File: config.mk
export PLATFORM = sky130hd
export DESIGN_NAME = dmem_arbiter
export DESIGN_NICKNAME = d
export VERILOG_FILES = /design/src/rtl/dmem_arb_pkg.sv /design/src/rtl/dmem_arbiter_rr_pick.sv /design/src/rtl/dmem_arbiter.sv
export SDC_FILE = /design/constraint.sdc
export NUM_CORES = 1
export LEC_CHECK = 0
export ABC_CLOCK_PERIOD_IN_PS = 3800
export BUFFER_PORTS_ARGS = -buffer_cell sky130_fd_sc_hd__buf_2
export CAP_MARGIN = 10
export CORE_MARGIN = 2
export CORE_UTILIZATION = 41
export CTS_BUF_LIST = sky130_fd_sc_hd__clkbuf_16
export CTS_CLUSTER_DIAMETER = 30
export DETAILED_ROUTE_END_ITERATION = 10
export PLACE_DENSITY = 0.79
export SKIP_CTS_REPAIR_TIMING = 1
export SLEW_MARGIN = 5
export SYNTH_ARGS = -nofsm -noshare
export SYNTH_HDL_FRONTEND = slang
export SYNTH_HIERARCHICAL = 1
export SYNTH_SLANG_ARGS = --single-unit
File: constraint.sdc
create_clock -name clk -period 3.8 [get_ports clk]
set_input_delay 0.76 -clock clk [delete_from_list [all_inputs] [get_ports clk]]
set_output_delay 0.76 -clock clk [all_outputs]
set_load 0.01 [all_outputs]
File: src/rtl/dmem_arb_pkg.sv
// Shared types and helpers for the data-memory arbiter.
// Optional feature macro used by dmem_arbiter: DMEM_ARB_LOCK_EN (requester lock).
package dmem_arb_pkg;

  // Widths of the captured request payload; AW/DW of the arbiter must not exceed these.
  localparam int unsigned ARB_AW = 32;
  localparam int unsigned ARB_DW = 32;

  typedef enum logic [1:0] {
    ARB_IDLE  = 2'd0,
    ARB_ISSUE = 2'd1,
    ARB_RESP  = 2'd2
  } arb_state_e;

  typedef struct packed {
    logic              we;
    logic [ARB_AW-1:0] addr;
    logic [ARB_DW-1:0] wdata;
  } arb_req_t;

  // Requester-id width: $clog2 of the requester count, never below one bit.
  function automatic int unsigned arb_id_w(input int unsigned n);
    int unsigned w;
    w = $clog2(n);
    if (w == 0) w = 1;
    return w;
  endfunction

endpackage

File: src/rtl/dmem_arbiter_rr_pick.sv
// Combinational rotate-priority picker: first valid requester after last_gnt, wrapping.
module dmem_arbiter_rr_pick #(
  parameter int unsigned N   = 2,
  parameter int unsigned IDW = 1
) (
  input  logic [N-1:0]   valid,
  input  logic [IDW-1:0] last_gnt,
  output logic [N-1:0]   gnt_c,
  output logic [IDW-1:0] gnt_id_c,
  output logic           any_c
);

  logic [IDW-1:0] idx;

  // Scan (last_gnt+1) .. (last_gnt+N) mod N and keep the first hit.
  always_comb begin
    gnt_c    = '0;
    gnt_id_c = '0;
    any_c    = 1'b0;
    idx      = '0;
    for (int unsigned k = 1; k <= N; k++) begin
      idx = IDW'((32'(last_gnt) + k) % N);
      if (!any_c && valid[idx]) begin
        any_c      = 1'b1;
        gnt_c[idx] = 1'b1;
        gnt_id_c   = idx;
      end
    end
  end

endmodule

File: src/rtl/dmem_arbiter.sv
// Round-robin arbiter sharing a single-port data memory between NUM_REQ requesters.
// Each transaction runs IDLE -> ISSUE -> RESP; one accept at most every three cycles.
// Define DMEM_ARB_LOCK_EN to add rq_lock, which pins the grant to a locking owner.
module dmem_arbiter import dmem_arb_pkg::*; #(
  parameter int unsigned NUM_REQ = 2,
  parameter int unsigned AW      = ARB_AW,
  parameter int unsigned DW      = ARB_DW
) (
  input  logic                          clk,
  input  logic                          reset_n,
  input  logic [NUM_REQ-1:0]            rq_valid,
  output logic [NUM_REQ-1:0]            rq_ready,
  input  logic [NUM_REQ-1:0]            rq_we,
  input  logic [NUM_REQ-1:0][AW-1:0]    rq_addr,
  input  logic [NUM_REQ-1:0][DW-1:0]    rq_wdata,
`ifdef DMEM_ARB_LOCK_EN
  input  logic [NUM_REQ-1:0]            rq_lock,
`endif
  output logic [NUM_REQ-1:0]            rsp_valid,
  output logic [DW-1:0]                 rsp_rdata,
  output logic                          mem_en,
  output logic                          mem_we,
  output logic [AW-1:0]                 mem_addr,
  output logic [DW-1:0]                 mem_wdata,
  input  logic [DW-1:0]                 mem_rdata,
  output logic                          busy
);

  localparam int unsigned IDW = arb_id_w(NUM_REQ);

  localparam logic [1:0] S_IDLE  = 2'(ARB_IDLE);
  localparam logic [1:0] S_ISSUE = 2'(ARB_ISSUE);
  localparam logic [1:0] S_RESP  = 2'(ARB_RESP);

  logic [1:0]         state_q, state_d;
  logic [IDW-1:0]     last_q, last_d;      // last grant; also the owner of the in-flight txn
  arb_req_t           cap_q, cap_d;
  logic               mem_en_q, mem_en_d;
  logic               mem_we_q, mem_we_d;
  logic               busy_q, busy_d;
  logic [NUM_REQ-1:0] rsp_valid_q, rsp_valid_d;
  logic [DW-1:0]      rsp_rdata_q, rsp_rdata_d;
  logic [NUM_REQ-1:0] ready_c;
  logic [NUM_REQ-1:0] pick_valid_c;
  logic [NUM_REQ-1:0] pick_gnt_c;
  logic [IDW-1:0]     pick_id_c;
  logic               pick_any_c;

`ifdef DMEM_ARB_LOCK_EN
  logic lock_q, lock_d;

  // A locked owner is the only requester allowed to compete.
  assign pick_valid_c = lock_q ? (rq_valid & (NUM_REQ'(1) << last_q)) : rq_valid;
`else
  assign pick_valid_c = rq_valid;
`endif

  dmem_arbiter_rr_pick #(
    .N   (NUM_REQ),
    .IDW (IDW)
  ) u_pick (
    .valid    (pick_valid_c),
    .last_gnt (last_q),
    .gnt_c    (pick_gnt_c),
    .gnt_id_c (pick_id_c),
    .any_c    (pick_any_c)
  );

  // Next-state and next-output logic.
  always_comb begin
    state_d     = state_q;
    last_d      = last_q;
    cap_d       = cap_q;
    mem_en_d    = 1'b0;
    mem_we_d    = 1'b0;
    rsp_valid_d = '0;
    rsp_rdata_d = rsp_rdata_q;
    ready_c     = '0;
`ifdef DMEM_ARB_LOCK_EN
    lock_d      = lock_q;
`endif
    case (state_q)
      S_IDLE: begin
        if (pick_any_c) begin
          ready_c     = pick_gnt_c;
          cap_d.we    = rq_we[pick_id_c];
          cap_d.addr  = ARB_AW'(rq_addr[pick_id_c]);
          cap_d.wdata = ARB_DW'(rq_wdata[pick_id_c]);
          last_d      = pick_id_c;
          mem_en_d    = 1'b1;
          mem_we_d    = rq_we[pick_id_c];
`ifdef DMEM_ARB_LOCK_EN
          lock_d      = rq_lock[pick_id_c];
`endif
          state_d     = S_ISSUE;
        end
      end
      S_ISSUE: begin
        rsp_valid_d = NUM_REQ'(1) << last_q;
        rsp_rdata_d = cap_q.we ? '0 : mem_rdata;
        state_d     = S_RESP;
      end
      S_RESP: begin
        state_d = S_IDLE;
      end
      default: begin
        state_d = S_IDLE;
      end
    endcase
    busy_d = (state_d != S_IDLE);
  end

  // State and output registers with synchronous reset.
  always_ff @(posedge clk) begin
    if (!reset_n) begin
      state_q     <= S_IDLE;
      last_q      <= IDW'(NUM_REQ - 1);
      cap_q       <= '0;
      mem_en_q    <= 1'b0;
      mem_we_q    <= 1'b0;
      busy_q      <= 1'b0;
      rsp_valid_q <= '0;
      rsp_rdata_q <= '0;
`ifdef DMEM_ARB_LOCK_EN
      lock_q      <= 1'b0;
`endif
    end else begin
      state_q     <= state_d;
      last_q      <= last_d;
      cap_q       <= cap_d;
      mem_en_q    <= mem_en_d;
      mem_we_q    <= mem_we_d;
      busy_q      <= busy_d;
      rsp_valid_q <= rsp_valid_d;
      rsp_rdata_q <= rsp_rdata_d;
`ifdef DMEM_ARB_LOCK_EN
      lock_q      <= lock_d;
`endif
    end
  end

  // Reset kills grant and strobe in the same cycle, so an in-flight write never lands.
  assign rq_ready  = reset_n ? ready_c : '0;
  assign mem_en    = mem_en_q & reset_n;
  assign mem_we    = mem_we_q & reset_n;
  assign mem_addr  = AW'(cap_q.addr);
  assign mem_wdata = DW'(cap_q.wdata);
  assign rsp_valid = rsp_valid_q;
  assign rsp_rdata = rsp_rdata_q;
  assign busy      = busy_q;

endmodule

==> insert_results.sql <==
INSERT INTO impl_metrics (metric_group, metric, value, unit) VALUES
('run_status', 'run_status', 'completed', ''),
('clock_tree', 'clock_insertion_delay_worst_skew', '0.34', 'ns'),
('logic_synthesis', 'most_numerous_cell_in_the_yosys_netlist', 'sky130_fd_sc_hd__dfxtp_1', ''),
('placed_design', 'buffer_ports.inserted', '268', ''),
('logic_synthesis', 'netlist.area_leader.share', '45.6', '%'),
('logic_synthesis', 'synth_cell_type_count', '22', ''),
('logic_synthesis', 'netlist.top_cell.by_area', 'sky130_fd_sc_hd__dfxtp_1', ''),
('cells_and_area', 'diodes', '0', ''),
('cells_and_area', 'final_util', '53.1', '%'),
('detailed_routing', 'detail-route-antenna-nets', '0', ''),
('clock_tree', 'total_number_of_clock_tree_sinks', '105', ''),
('worst_setup_path', 'reg2reg_setup_slack', '2.01', 'ns'),
('logic_synthesis', 'syn_avg_cell_area', '10.0', 'µm²'),
('detailed_routing', 'vias_per_cell', '5.08', ''),
('worst_setup_path', 'worstPathCellList', 'buf_2 > or2_1 > nand4bb_4 > inv_2 > and2_1 > buf_2', ''),
('clock_tree', 'cts-buffers-inserted', '9', ''),
('detailed_routing', 'wl_per_cell', '14.8', 'µm'),
('worst_setup_path', 'cp_data_required_time', '3.04', 'ns'),
('logic_synthesis', 'async_flop_share', '0', '%'),
('timing', 'setup-tns-final', '0', 'ns'),
('global_route', 'via_count_of_the_first_global_routing_pass', '3772', ''),
('logic_synthesis', 'synth_ff_type', 'sky130_fd_sc_hd__dfxtp_1', ''),
('placed_design', 'dpl.hpwl', '8460', 'µm'),
('job', 'maxCapViolCount', '0', ''),
('hold_path', 'hold_class', 'flop to flop', ''),
('placed_design', 'placed_cells', '770', ''),
('worst_setup_path', 'buffering_stage_count_on_the_worst_path_with_inverters_included', '3', ''),
('placed_design', 'dpl-instance-area', '0.00547', 'mm²'),
('die', 'num_io_pins', '269', ''),
('logic_synthesis', 'synth.ff_latch_count', '105', ''),
('power_and_ir_drop', 'worst_ir_drop_vdd', '0.000286', 'V'),
('logic_synthesis', 'seq_total_area_yosys', '45.6', '%'),
('timing', 'finalHoldViolations', '0', ''),
('global_route', 'overall_routing_resource_usage', '18.1', '%'),
('timing', 'hold_ws', '0.462', 'ns'),
('cells_and_area', 'fillerInstances', '991', ''),
('detailed_routing', 'detail_route.drc_violations', '0', ''),
('global_route', 'grt_antenna_before_repair', '0', ''),
('placed_design', 'gp_congestion', '0.763', ''),
('die', 'design.core.area', '0.0109', 'mm²'),
('power_and_ir_drop', 'p_leak', '2.83', 'nW'),
('timing', 'timing_max_transition_violations_final', '0', ''),
('clock_tree', 'clkTransAtPathRegs', '0.07', 'ns'),
('logic_synthesis', 'synthesis.area', '0.00461', 'mm²'),
('logic_synthesis', 'yosys_warnings', '6', ''),
('timing', 'finalWorstPathRequiredPeriod', '2.34', 'ns'),
('clock_tree', 'ctsLongestPathBuffers', '2', ''),
('worst_setup_path', 'cpPeakStageDelay', '0.27', 'ns'),
('clock_tree', 'cts.htree.levels', '3', ''),
('cells_and_area', 'syn2layout_area_growth', '25.3', '%'),
('cells_and_area', 'drive_gt1_share', '45.5', '%'),
('logic_synthesis', 'syn_inst', '461', ''),
('cells_and_area', 'final_area', '0.00578', 'mm²'),
('die', 'std_cell_rows', '38', ''),
('timing', 'peak_freq', '0.427', 'GHz'),
('logic_synthesis', 'yosys-top-cells-count', '105 x sky130_fd_sc_hd__dfxtp_1, 69 x sky130_fd_sc_hd__buf_4, 66 x sky130_fd_sc_hd__nand2_1', ''),
('die', 'die_height', '110', 'µm'),
('worst_setup_path', 'critical_path.most_common_cell', 'sky130_fd_sc_hd__buf_2', ''),
('global_route', 'gr-total-overflow', '0', ''),
('worst_setup_path', 'critical_path.endpoint_type', 'output port', ''),
('die', 'die_area', '0.0121', 'mm²'),
('cells_and_area', 'layout.nets', '807', ''),
('logic_synthesis', 'synth-edff-count', '0', ''),
('timing', 'finalCritPeriodShare', '61.6', '%'),
('worst_setup_path', 'dominant_delay_contributor_by_cell_family_on_the_critical_path', 'simple AND/OR/NAND/NOR gates', ''),
('worst_setup_path', 'crit_path_start_kind', 'input port', ''),
('worst_setup_path', 'timing_worst_setup_path_type', 'input port to output port', ''),
('detailed_routing', 'drt_pass1_iterations', '4', ''),
('detailed_routing', 'first_iter_violations', '236', ''),
('timing', 'final.setup_skew', '0.0102', 'ns'),
('worst_setup_path', 'worst-path-max-fanout', '4', '');
[logic make-up after synthesis]
logic type / synth area share (%)
compound gates: 16.5
buf+inv: 16.5
flops: 45.6
mux: 14.1
simple gates: 7.38
[through the flow]
stage / setup slack (ns) / power, mW
floorplan: 1.48 / 1.65
global placement: 1.47 / 1.76
detailed placement: 1.46 / 1.78
CTS: 1.45 / 2.73
global route: 1.39 / 2.83
finish: 1.46 / 2.70
[cell usage in the layout (no fill, tap or decap), drive strengths merged]
cell type / count
clkinv: 2
nand2: 66
o22ai: 65
nand2b: 1
clkinvlp: 1
buf: 274
nand4bb: 1
nand3b: 1
inv: 9
nor2: 3
clkbuf: 9
mux2i: 65
a21boi: 3
a32o: 32
bufinv: 1
nor3b: 1
dfxtp: 105
and2: 4
o32a: 1
and4bb: 1
or2: 1
[per-layer routing]
metal | GRT usage (%) | wire [µm] | vias up | share of wire, %
met5 | 0 | 0 | - | 0
met4 | 7.68 | 214 | 0 | 1.8
met3 | 5.58 | 1090 | 23 | 9.4
met2 | 31.7 | 5800 | 187 | 50
met1 | 20.3 | 4530 | 1830 | 39
li1 | - | - | 1954 | -
[sequential cells by signal, indices dropped and copies added, names as in the netlist]
register,cells
state_q,2
mem_addr,32
mem_we_q,1
last_q,1
mem_en_q,1
cap_q,1
rsp_valid,2
mem_wdata,32
busy,1
rsp_rdata,32
[report_power, final]
part           internal, mW  total, mW  switching (mW)
Combinational         0.237      0.502           0.265
Sequential             1.20       1.25          0.0499
Clock                 0.525      0.950           0.425
Total                  1.96       2.70           0.740
[path summary, 6_finish.rpt]
path,from,endpoint,depth (start not counted)
worst max register to register,last_q,cap_q[64],4
worst min register to register,mem_addr[11],mem_addr[11],2
worst max-delay path,rq_valid[1],rq_ready[0],6
worst min-delay path,mem_addr[11],mem_addr[11],2
[worst reg2reg max path, cell delays in order, from the launching register on]
cell and delay, ns:
sky130_fd_sc_hd__dfxtp_1 0.40, sky130_fd_sc_hd__a21boi_4 0.20, sky130_fd_sc_hd__buf_4 0.56, sky130_fd_sc_hd__mux2i_1 0.38, sky130_fd_sc_hd__o22ai_1 0.11
[area by class of cell]
cell class,instances,area (µm²),share of cell area (%)
clock buffer,9,225,3.89
clock inverter,7,85.1,1.47
inverter,6,22.5,0.389
multi-input combinational,245,1780,30.9
sequential,105,2100,36.3
tap,140,175,3.03
timing repair buffer,274,1390,24.0
Power figures use the tool's default switching activity.
